## src/rtl/cf_pkg.sv

```systemverilog
// Shared constants for the CompactFlash PIO timing engine: FSM state codes,
// default timing values and the counter-width helper.
package cf_pkg;

  localparam logic [2:0] ST_IDLE     = 3'd0;
  localparam logic [2:0] ST_SETUP    = 3'd1;
  localparam logic [2:0] ST_STROBE   = 3'd2;
  localparam logic [2:0] ST_WAIT_RDY = 3'd3;
  localparam logic [2:0] ST_HOLD     = 3'd4;
  localparam logic [2:0] ST_RECOVER  = 3'd5;

  localparam int CF_T1_DEF   = 4;
  localparam int CF_T2_DEF   = 15;
  localparam int CF_TREC_DEF = 12;
  localparam int CF_TMO_DEF  = 64;

  // Counters are loaded with (cycles - 1), so the widest phase needs $clog2(max) bits.
  function automatic int cnt_width(input int a, input int b, input int c, input int d);
    int m;
    m = a;
    if (b > m) m = b;
    if (c > m) m = c;
    if (d > m) m = d;
    return (m < 3) ? 1 : $clog2(m);
  endfunction

endpackage

```

## src/rtl/cf_pio_cnt.sv

```systemverilog
// Loadable down-counter with zero flag; saturates at zero.
module cf_pio_cnt #(
  parameter int W = 4
) (
  input  logic         clk,
  input  logic         reset_n,
  input  logic         load,
  input  logic [W-1:0] load_val,
  input  logic         dec,
  output logic [W-1:0] count,
  output logic         zero
);

  always_ff @(posedge clk or negedge reset_n) begin
    if (!reset_n) begin
      count <= '0;
    end else if (load) begin
      count <= load_val;
    end else if (dec && (count != '0)) begin
      count <= count - 1'b1;
    end
  end

  assign zero = (count == '0);

endmodule

```

## src/rtl/cf_pio_timing.sv

```systemverilog
// CompactFlash PIO cycle generator: setup / strobe / hold / recovery sequencing.
// Optional IORDY wait-state and timeout support is enabled with CF_PIO_IORDY_EN.
module cf_pio_timing
  import cf_pkg::*;
#(
  parameter int T1_CYC   = CF_T1_DEF,
  parameter int T2_CYC   = CF_T2_DEF,
  parameter int TREC_CYC = CF_TREC_DEF,
  parameter int TMO_CYC  = CF_TMO_DEF
) (
  input  logic        clk,
  input  logic        reset_n,
  input  logic [3:0]  av_address,
  input  logic        av_read,
  input  logic        av_write,
  input  logic [15:0] av_writedata,
  output logic [15:0] av_readdata,
  output logic        av_waitrequest,
  input  logic        present,
  input  logic        tmo_clr,
  output logic        tmo_err,
  output logic [1:0]  cs_n,
  output logic [2:0]  addr,
  output logic        iord_n,
  output logic        iowr_n,
  output logic [15:0] data_out,
  output logic        data_oe,
  input  logic [15:0] data_in,
  input  logic        iordy,
  output logic [2:0]  dbg_state
);

  localparam int CNT_W = cnt_width(T1_CYC, T2_CYC, TREC_CYC, TMO_CYC);

  logic [2:0]       state;
  logic [2:0]       state_nxt;
  logic             is_read;
  logic             accept;
  logic             rd_cap;
  logic             rd_ffff;
  logic             tmo_set;
  logic             cnt_load;
  logic [CNT_W-1:0] cnt_val;
  logic [CNT_W-1:0] cnt_unused;
  logic             cnt_zero;

  cf_pio_cnt #(.W(CNT_W)) u_cnt (
    .clk      (clk),
    .reset_n  (reset_n),
    .load     (cnt_load),
    .load_val (cnt_val),
    .dec      (1'b1),
    .count    (cnt_unused),
    .zero     (cnt_zero)
  );

  always_comb begin
    state_nxt = state;
    cnt_load  = 1'b0;
    cnt_val   = '0;
    accept    = 1'b0;
    rd_cap    = 1'b0;
    rd_ffff   = 1'b0;
    tmo_set   = 1'b0;
    case (state)
      ST_IDLE: begin
        if (av_read || av_write) begin
          accept = 1'b1;
          if (present) begin
            state_nxt = ST_SETUP;
            cnt_load  = 1'b1;
            cnt_val   = CNT_W'(T1_CYC - 1);
          end else begin
            // No card: complete at once without touching the bus.
            state_nxt = ST_HOLD;
            rd_ffff   = av_read;
          end
        end
      end
      ST_SETUP: begin
        if (cnt_zero) begin
          state_nxt = ST_STROBE;
          cnt_load  = 1'b1;
          cnt_val   = CNT_W'(T2_CYC - 1);
        end
      end
      ST_STROBE: begin
        if (cnt_zero) begin
`ifdef CF_PIO_IORDY_EN
          if (!iordy) begin
            state_nxt = ST_WAIT_RDY;
            cnt_load  = 1'b1;
            cnt_val   = CNT_W'(TMO_CYC - 1);
          end else begin
            state_nxt = ST_HOLD;
            rd_cap    = is_read;
          end
`else
          state_nxt = ST_HOLD;
          rd_cap    = is_read;
`endif
        end
      end
`ifdef CF_PIO_IORDY_EN
      ST_WAIT_RDY: begin
        if (iordy) begin
          state_nxt = ST_HOLD;
          rd_cap    = is_read;
        end else if (cnt_zero) begin
          state_nxt = ST_HOLD;
          rd_ffff   = is_read;
          tmo_set   = 1'b1;
        end
      end
`endif
      ST_HOLD: begin
        state_nxt = ST_RECOVER;
        cnt_load  = 1'b1;
        cnt_val   = CNT_W'(TREC_CYC - 1);
      end
      ST_RECOVER: begin
        if (cnt_zero) state_nxt = ST_IDLE;
      end
      default: state_nxt = ST_IDLE;
    endcase
  end

  // Pins are registered and updated on the transitions that change them.
  always_ff @(posedge clk or negedge reset_n) begin
    if (!reset_n) begin
      state       <= ST_IDLE;
      is_read     <= 1'b0;
      cs_n        <= 2'b11;
      addr        <= 3'd0;
      iord_n      <= 1'b1;
      iowr_n      <= 1'b1;
      data_out    <= 16'd0;
      data_oe     <= 1'b0;
      av_readdata <= 16'd0;
    end else begin
      state <= state_nxt;
      if (accept) is_read <= av_read;
      if (accept && present) begin
        cs_n    <= av_address[3] ? 2'b01 : 2'b10;
        addr    <= av_address[2:0];
        data_oe <= !av_read;
        if (!av_read) data_out <= av_writedata;
      end
      if ((state == ST_SETUP) && (state_nxt == ST_STROBE)) begin
        iord_n <= !is_read;
        iowr_n <= is_read;
      end
      if (state_nxt == ST_HOLD) begin
        iord_n <= 1'b1;
        iowr_n <= 1'b1;
      end
      if (state == ST_HOLD) begin
        cs_n    <= 2'b11;
        data_oe <= 1'b0;
      end
      if (rd_cap) begin
        av_readdata <= data_in;
      end else if (rd_ffff) begin
        av_readdata <= 16'hFFFF;
      end
    end
  end

`ifdef CF_PIO_IORDY_EN
  // A timeout in the same cycle as tmo_clr must stay visible.
  always_ff @(posedge clk or negedge reset_n) begin
    if (!reset_n) begin
      tmo_err <= 1'b0;
    end else if (tmo_set) begin
      tmo_err <= 1'b1;
    end else if (tmo_clr) begin
      tmo_err <= 1'b0;
    end
  end
`else
  logic unused_iordy_path;
  assign unused_iordy_path = ^{iordy, tmo_clr, tmo_set};
  assign tmo_err           = 1'b0;
`endif

  assign av_waitrequest = (state != ST_HOLD);
  assign dbg_state      = state;

endmodule

```

## config.mk

```make
export PLATFORM = sky130hd
export DESIGN_NAME = cf_pio_timing
export DESIGN_NICKNAME = d
export VERILOG_FILES = /design/src/rtl/cf_pkg.sv /design/src/rtl/cf_pio_cnt.sv /design/src/rtl/cf_pio_timing.sv
export SDC_FILE = /design/constraint.sdc
export NUM_CORES = 1
export LEC_CHECK = 0
export CORE_MARGIN = 2
export CORE_UTILIZATION = 40
export DETAILED_ROUTE_END_ITERATION = 10
export GPL_TIMING_DRIVEN = 0
export PLACE_DENSITY = 0.73
export SKIP_CTS_REPAIR_TIMING = 1
export SYNTH_ARGS = -nofsm -noshare
export SYNTH_HDL_FRONTEND = slang
export SYNTH_SLANG_ARGS = --single-unit
```

## constraint.sdc

```tcl
create_clock -name clk -period 2 [get_ports clk]
set_input_delay 0.3 -clock clk [delete_from_list [all_inputs] [get_ports clk]]
set_output_delay 0.3 -clock clk [all_outputs]
set_load 0.03 [all_outputs]
```

# After elaboration in Yosys (flattened, before gate mapping)
# Cells that the tools add are included.
[word_totals]
ff_bits = 50
inputBits = 43
output_inout_bits = 45
elab_cells = 66
[op_classes]
add_sub_neg = 1
eq_ne = 7
mux = 34
n_bitwise = 1
n_reduce_logical = 13
[op_table]
columns = ["operator", "count"]
rows = [
  ["two-way mux 16 bit", 2],
  ["two-way mux 1 bit", 16],
  ["two-way mux 3 bit", 5],
  ["one-hot mux 3 bit (5 select lines)", 1],
  ["two-way mux 6 bit", 2],
  ["one-hot mux 4 bit (3 select lines)", 1],
  ["two-way mux 2 bit", 5],
  ["equality test 3 bit, second input constant", 3],
  ["nonzero test 2 bit", 4],
  ["equality test 3 x 2 -> 1 bit, second input constant", 2],
  ["zero test 6 bit", 1],
  ["nonzero test 6 bit", 1],
  ["subtractor 6 x 1 -> 6 bit, second input constant", 1],
  ["two-way mux 4 bit", 1],
  ["equality test 3 x 1 -> 1 bit, second input constant", 1],
  ["zero test 3 bit", 1],
  ["inequality test 3 bit, second input constant", 1],
  ["one-hot mux 1 bit (3 select lines)", 1],
  ["logical AND 1 bit", 2],
  ["zero test 1 bit", 2],
  ["AND reduction 2 bit", 1],
  ["logical OR 1 bit", 1],
  ["NOT 1 bit", 1],
]

# Longest topological paths before layout
[logic_depth]
depth_word = 7
ltp_mapped = 7
mapped_depth_nobuf = 5

# By module
# Synthesis repeated with hierarchy kept, for this count alone.
[hier_totals]
cells_unflattened = 181
hier_area_um2 = 2259.7
[modules_own_cells]
columns = ["mod", "n_inst", "cells_each", "area_each_um2"]
rows = [
  ["cf_pio_timing", 1, 137, 1864.3],
  ["cf_pio_cnt", 1, 44, 395.4],
]

# Worst setup path before layout
# OpenSTA, ideal clock, no wires.
[synth_path]
kind = "register to register"
start = "reg state[1], in the netlist dbg_state[1]"
end = "reg data_out[10]"
t_arrival_ns = 1.950
slack_ns = -0.076
stages_incl_launch_ff = 7
path_buffers = 3
synth_period_minus_slack_ns = 2.076
path_cell_list = "dfrtp_1 > buf_6 > or3_1 > clkbuf_2 > nor3_4 > buf_12 > mux2_4"
[synth_via]
elab_chain_cells = 4
[synth_lines]
columns = ["item", "line", "rtl"]
rows = [
  ["start: declaration", "cf_pio_timing.sv:35", "logic [2:0] state;"],
  ["start signal: assignment", "cf_pio_timing.sv:141", "state <= state_nxt;"],
  ["zero test 3 bit", "cf_pio_timing.sv:65", "case (state)"],
  ["two-way mux 1 bit", "cf_pio_timing.sv:65", ""],
  ["logical AND 1 bit", "cf_pio_timing.sv:143", "if (accept && present) begin"],
  ["AND reduction 2 bit (no line)", "--", ""],
  ["end signal: assignment", "cf_pio_timing.sv:147", "if (!av_read) data_out <= av_writedata;"],
  ["end: declaration", "cf_pio_timing.sv:26", "output logic [15:0] data_out,"],
]
# No other way between the ends.
# A chain may end at the register's enable or synchronous reset.

# Worst setup path after layout
[layout_path]
start = "reg state[1], in the netlist dbg_state[1]"
end = "reg data_out[14]"
# The elaborated chain is that of the path after synthesis.

==> tab_implementation.tex <==
\begin{tabular}{lr}
\hline
Metric & Value \\
\hline
\multicolumn{2}{l}{\textbf{Final layout}} \\
Leading cell type in the layout, fill and taps excluded & clkdlybuf4s50\_1 \\
Commonest non-fill, non-tap cells in the layout & clkdlybuf4s50\_1, dfrtp\_1, inv\_1 \\
Layout Utilization & 60.0\% \\
Synth-to-Final Area Change & 45.3\% \\
Count of nets after finishing & 348 \\
Ant. Diodes & 0 \\
Fraction of layout instances using a drive strength above 1 & 16.8\% \\
\multicolumn{2}{l}{\textbf{Logic synthesis}} \\
Synth Area per Inst & 11.6 µm² \\
Synthesized instance count & 209 \\
Distinct cells, synth & 47 \\
Number of storage elements in the synthesis netlist & 50 \\
Warnings from Yosys & 0 \\
Async set-reset flop share out of synthesis & 100\% \\
Count of flip-flops with a built-in enable after synthesis & 0 \\
Sequential area share after synthesis & 51.7\% \\
Summed instance area of the synthesized netlist & 2430 µm² \\
Leading register cell type out of synthesis & dfrtp\_1 \\
Total nets after synthesis & 254 \\
\multicolumn{2}{l}{\textbf{Global route}} \\
Vias in the first global route & 1826 \\
Grt ovf & 0 \\
GRT Resource Usage Total & 16.6\% \\
Pin count of the biggest net entering global routing & 41 \\
Number of antenna violations at the first check in global routing & 0 \\
Global-route wire length before repair & 8.50 mm \\
\multicolumn{2}{l}{\textbf{Outcome}} \\
Status & complete, no violations \\
\multicolumn{2}{l}{\textbf{STA}} \\
Final period demand of the worst path & 1.91 ns \\
Number of endpoints with negative hold slack in the final report & 0 \\
Rel. slew slack & 63.0\% \\
Number of pins exceeding their max-slew limit in the final report & 0 \\
Setup repair after global routing missed its margin & true \\
Worst-Margin Slew & 0.550 ns \\
Fmax achieved & 524 MHz \\
Post-route fraction of the period consumed by the critical path & 95.4\% \\
Worst setup skew after layout & 0.00539 ns \\
Post-layout worst setup margin & 0.0914 ns \\
Setup-failing EPs final & 0 \\
\multicolumn{2}{l}{\textbf{Critical path}} \\
Crit path kind & reg2reg \\
Worst Setup Start Kind & flip-flop \\
Required arrival time at the worst endpoint & 2.19 ns \\
Nature of the critical path endpoint & flip-flop \\
Signal arrival time at the worst endpoint & 2.10 ns \\
Critical Path Fanout Max & 10 \\
\multicolumn{2}{l}{\textbf{Die}} \\
I/O pin total & 88 \\
Die outline height & 81.9 µm \\
\# rows & 28 \\
Full die area & 6710 µm² \\
Floorplan Core Area & 5890 µm² \\
Initial Utilization & 41.3\% \\
Die width & 81.9 µm \\
\multicolumn{2}{l}{\textbf{Placed design}} \\
Routability congestion estimate & 0.837 \\
Input/output buffers & 84 \\
HPWL after detailed placement & 4.09 mm \\
Post-placement setup slack & -0.392 ns \\
\multicolumn{2}{l}{\textbf{Pwr}} \\
Static leakage & 0.00164 µW \\
Overall Power & 1950 µW \\
Pwr dens & 552 nW/µm² \\
Worst-case vdd ir drop & 0.302 mV \\
\multicolumn{2}{l}{\textbf{CTS}} \\
Clock tree sinks & 50 \\
Largest buffer count on any clock path & 2 \\
Worst skew pair latency & 0.30 ns \\
Clock tree root buffer cell & clkbuf\_8 \\
Clock buffer count from CTS & 5 \\
CTS clock-pin slew for the worst setup and hold paths & 0.09 ns \\
Level count of the clock H-tree & 2 \\
TritonCTS clock tree & done \\
\multicolumn{2}{l}{\textbf{Routing}} \\
Detail-routed via count per cell & 4.96 \\
Avg WL per Cell & 14.2 µm \\
Number of search-and-repair iterations in the first detailed-routing pass & 4 \\
Number of vias in the routed layout & 1880 \\
Antenna Violating Nets Remaining & 0 \\
DRC viols & 0 \\
Final wirelength & 5.40 mm \\
Number of design-rule violations left by the first detailed-router iteration & 80 \\
\multicolumn{2}{l}{\textbf{Min path}} \\
Hold crit path type & in2async \\
\multicolumn{2}{l}{\textbf{Run}} \\
Number of maximum-capacitance constraint violations & 0 \\
\hline
\end{tabular}
## registers in the layout, summed over array words and instances (netlist names), 2 cells and up
signal and flops:
addr 3, av_readdata 16, cs_n 2, data_out 16, dbg_state 3, u_cnt.count 6
## power breakdown
| group | switching (µW) | internal, µW | total [µW] | leakage (µW) |
|---|---|---|---|---|
| combinational | 138 | 154 | 292 | 0.000980 |
| clock | 349 | 247 | 596 | 0.0000483 |
| sequential | 17.6 | 1040 | 1060 | 0.000610 |
## synth_stat cells (2+ instances only)
cell type  count  area (µm²)
dfrtp_1       46        1150
inv_1         23        86.3
a21oi_1       18        90.1
mux2i_1       16         160
mux2_2        10         113
mux2_4         9         135
nor2_1         7        26.3
o21ai_0        7        35.0
clkbuf_1       4        15.0
dfstp_2        4         105
nand3_1        4        20.0
or3_1          4        25.0
a21boi_0       3        22.5
nand2_1        3        11.3
nand2b_1       3        18.8
nor2b_1        3        18.8
a211oi_1       2        15.0
a32oi_1        2        17.5
buf_2          2        10.0
clkbuf_2       2        10.0
ha_1           2        25.0
nand4_1        2        12.5
nand4b_1       2        17.5
nor3_1         2        10.0
o21a_1         2        15.0
o22ai_1        2        12.5
o311ai_0       2        17.5
o31ai_1        2        15.0
or4b_2         2        20.0
xnor2_1        2        17.5
## area by class of cell
type                    instances  area (µm²)
clock buffers                   5        68.8
fillers                       502        2360
well taps                      75        93.8
repair buffers                 87         888
multi-input cells             125        1030
plain buffers                  11        87.6
flip-flops and latches         50        1260
clock inverters                 3        18.8
inverters                      23        86.3
## stage by stage
stage / TNS (ns) / cell area (µm²) / cells / hold WS, ns
after floorplan: -0.397 / 2440 / 209 / 0.00441
after global placement: -51.39 / 3370 / 368 / 0.490
after detailed placement: -10.23 / 3390 / 369 / 0.198
after CTS: -1.84 / 3480 / 377 / -0.136
after global routing: -0.0101 / 3530 / 379 / 0.414
final: 0 / 3530 / 379 / 0.402
## cells by family after synthesis
family	Yosys count	share of synthesized area, %
muxes	35	16.8
DFF	50	51.7
other	1	0.154
buffers and inverters	34	6.59
and+or+nand+nor	40	11.3
xor gates and xnor gates	2	0.721
adders and majority gates	2	1.03
AOI/OAI and AO/OA	45	11.7
## per-layer routing
| layer | track usage (%) | routed length [µm] | vias up |
|---|---|---|---|
| met5 | 0 | 0 | - |
| met4 | 6.00 | 82 | 0 |
| met3 | 4.40 | 324 | 5 |
| met2 | 26.5 | 2610 | 61 |
| met1 | 21.7 | 2380 | 889 |
| li1 | - | - | 925 |
## worst max-delay path: stages (launching register included)
cell and delay, ns:
dfrtp_2 0.42, buf_6 0.14, or3_1 0.31, clkbuf_8 0.16
nor3_4 0.27, buf_12 0.19, mux2_4 0.30
## final timing paths
kind	startpoint	endpoint	slack (ns)	depth (start not counted)
setup / recovery	dbg_state[1]	data_out[14]	0.09	6
min in group clk	iowr_n	iowr_n	0.51	2
hold reg to reg	iowr_n	iowr_n	0.51	2
setup reg to reg	dbg_state[1]	data_out[14]	0.09	6
max in group asynchronous	reset_n	cs_n[0]	1.04	3
hold / removal	reset_n	u_cnt.count[1]	0.40	2
Power figures use the tool's default switching activity.
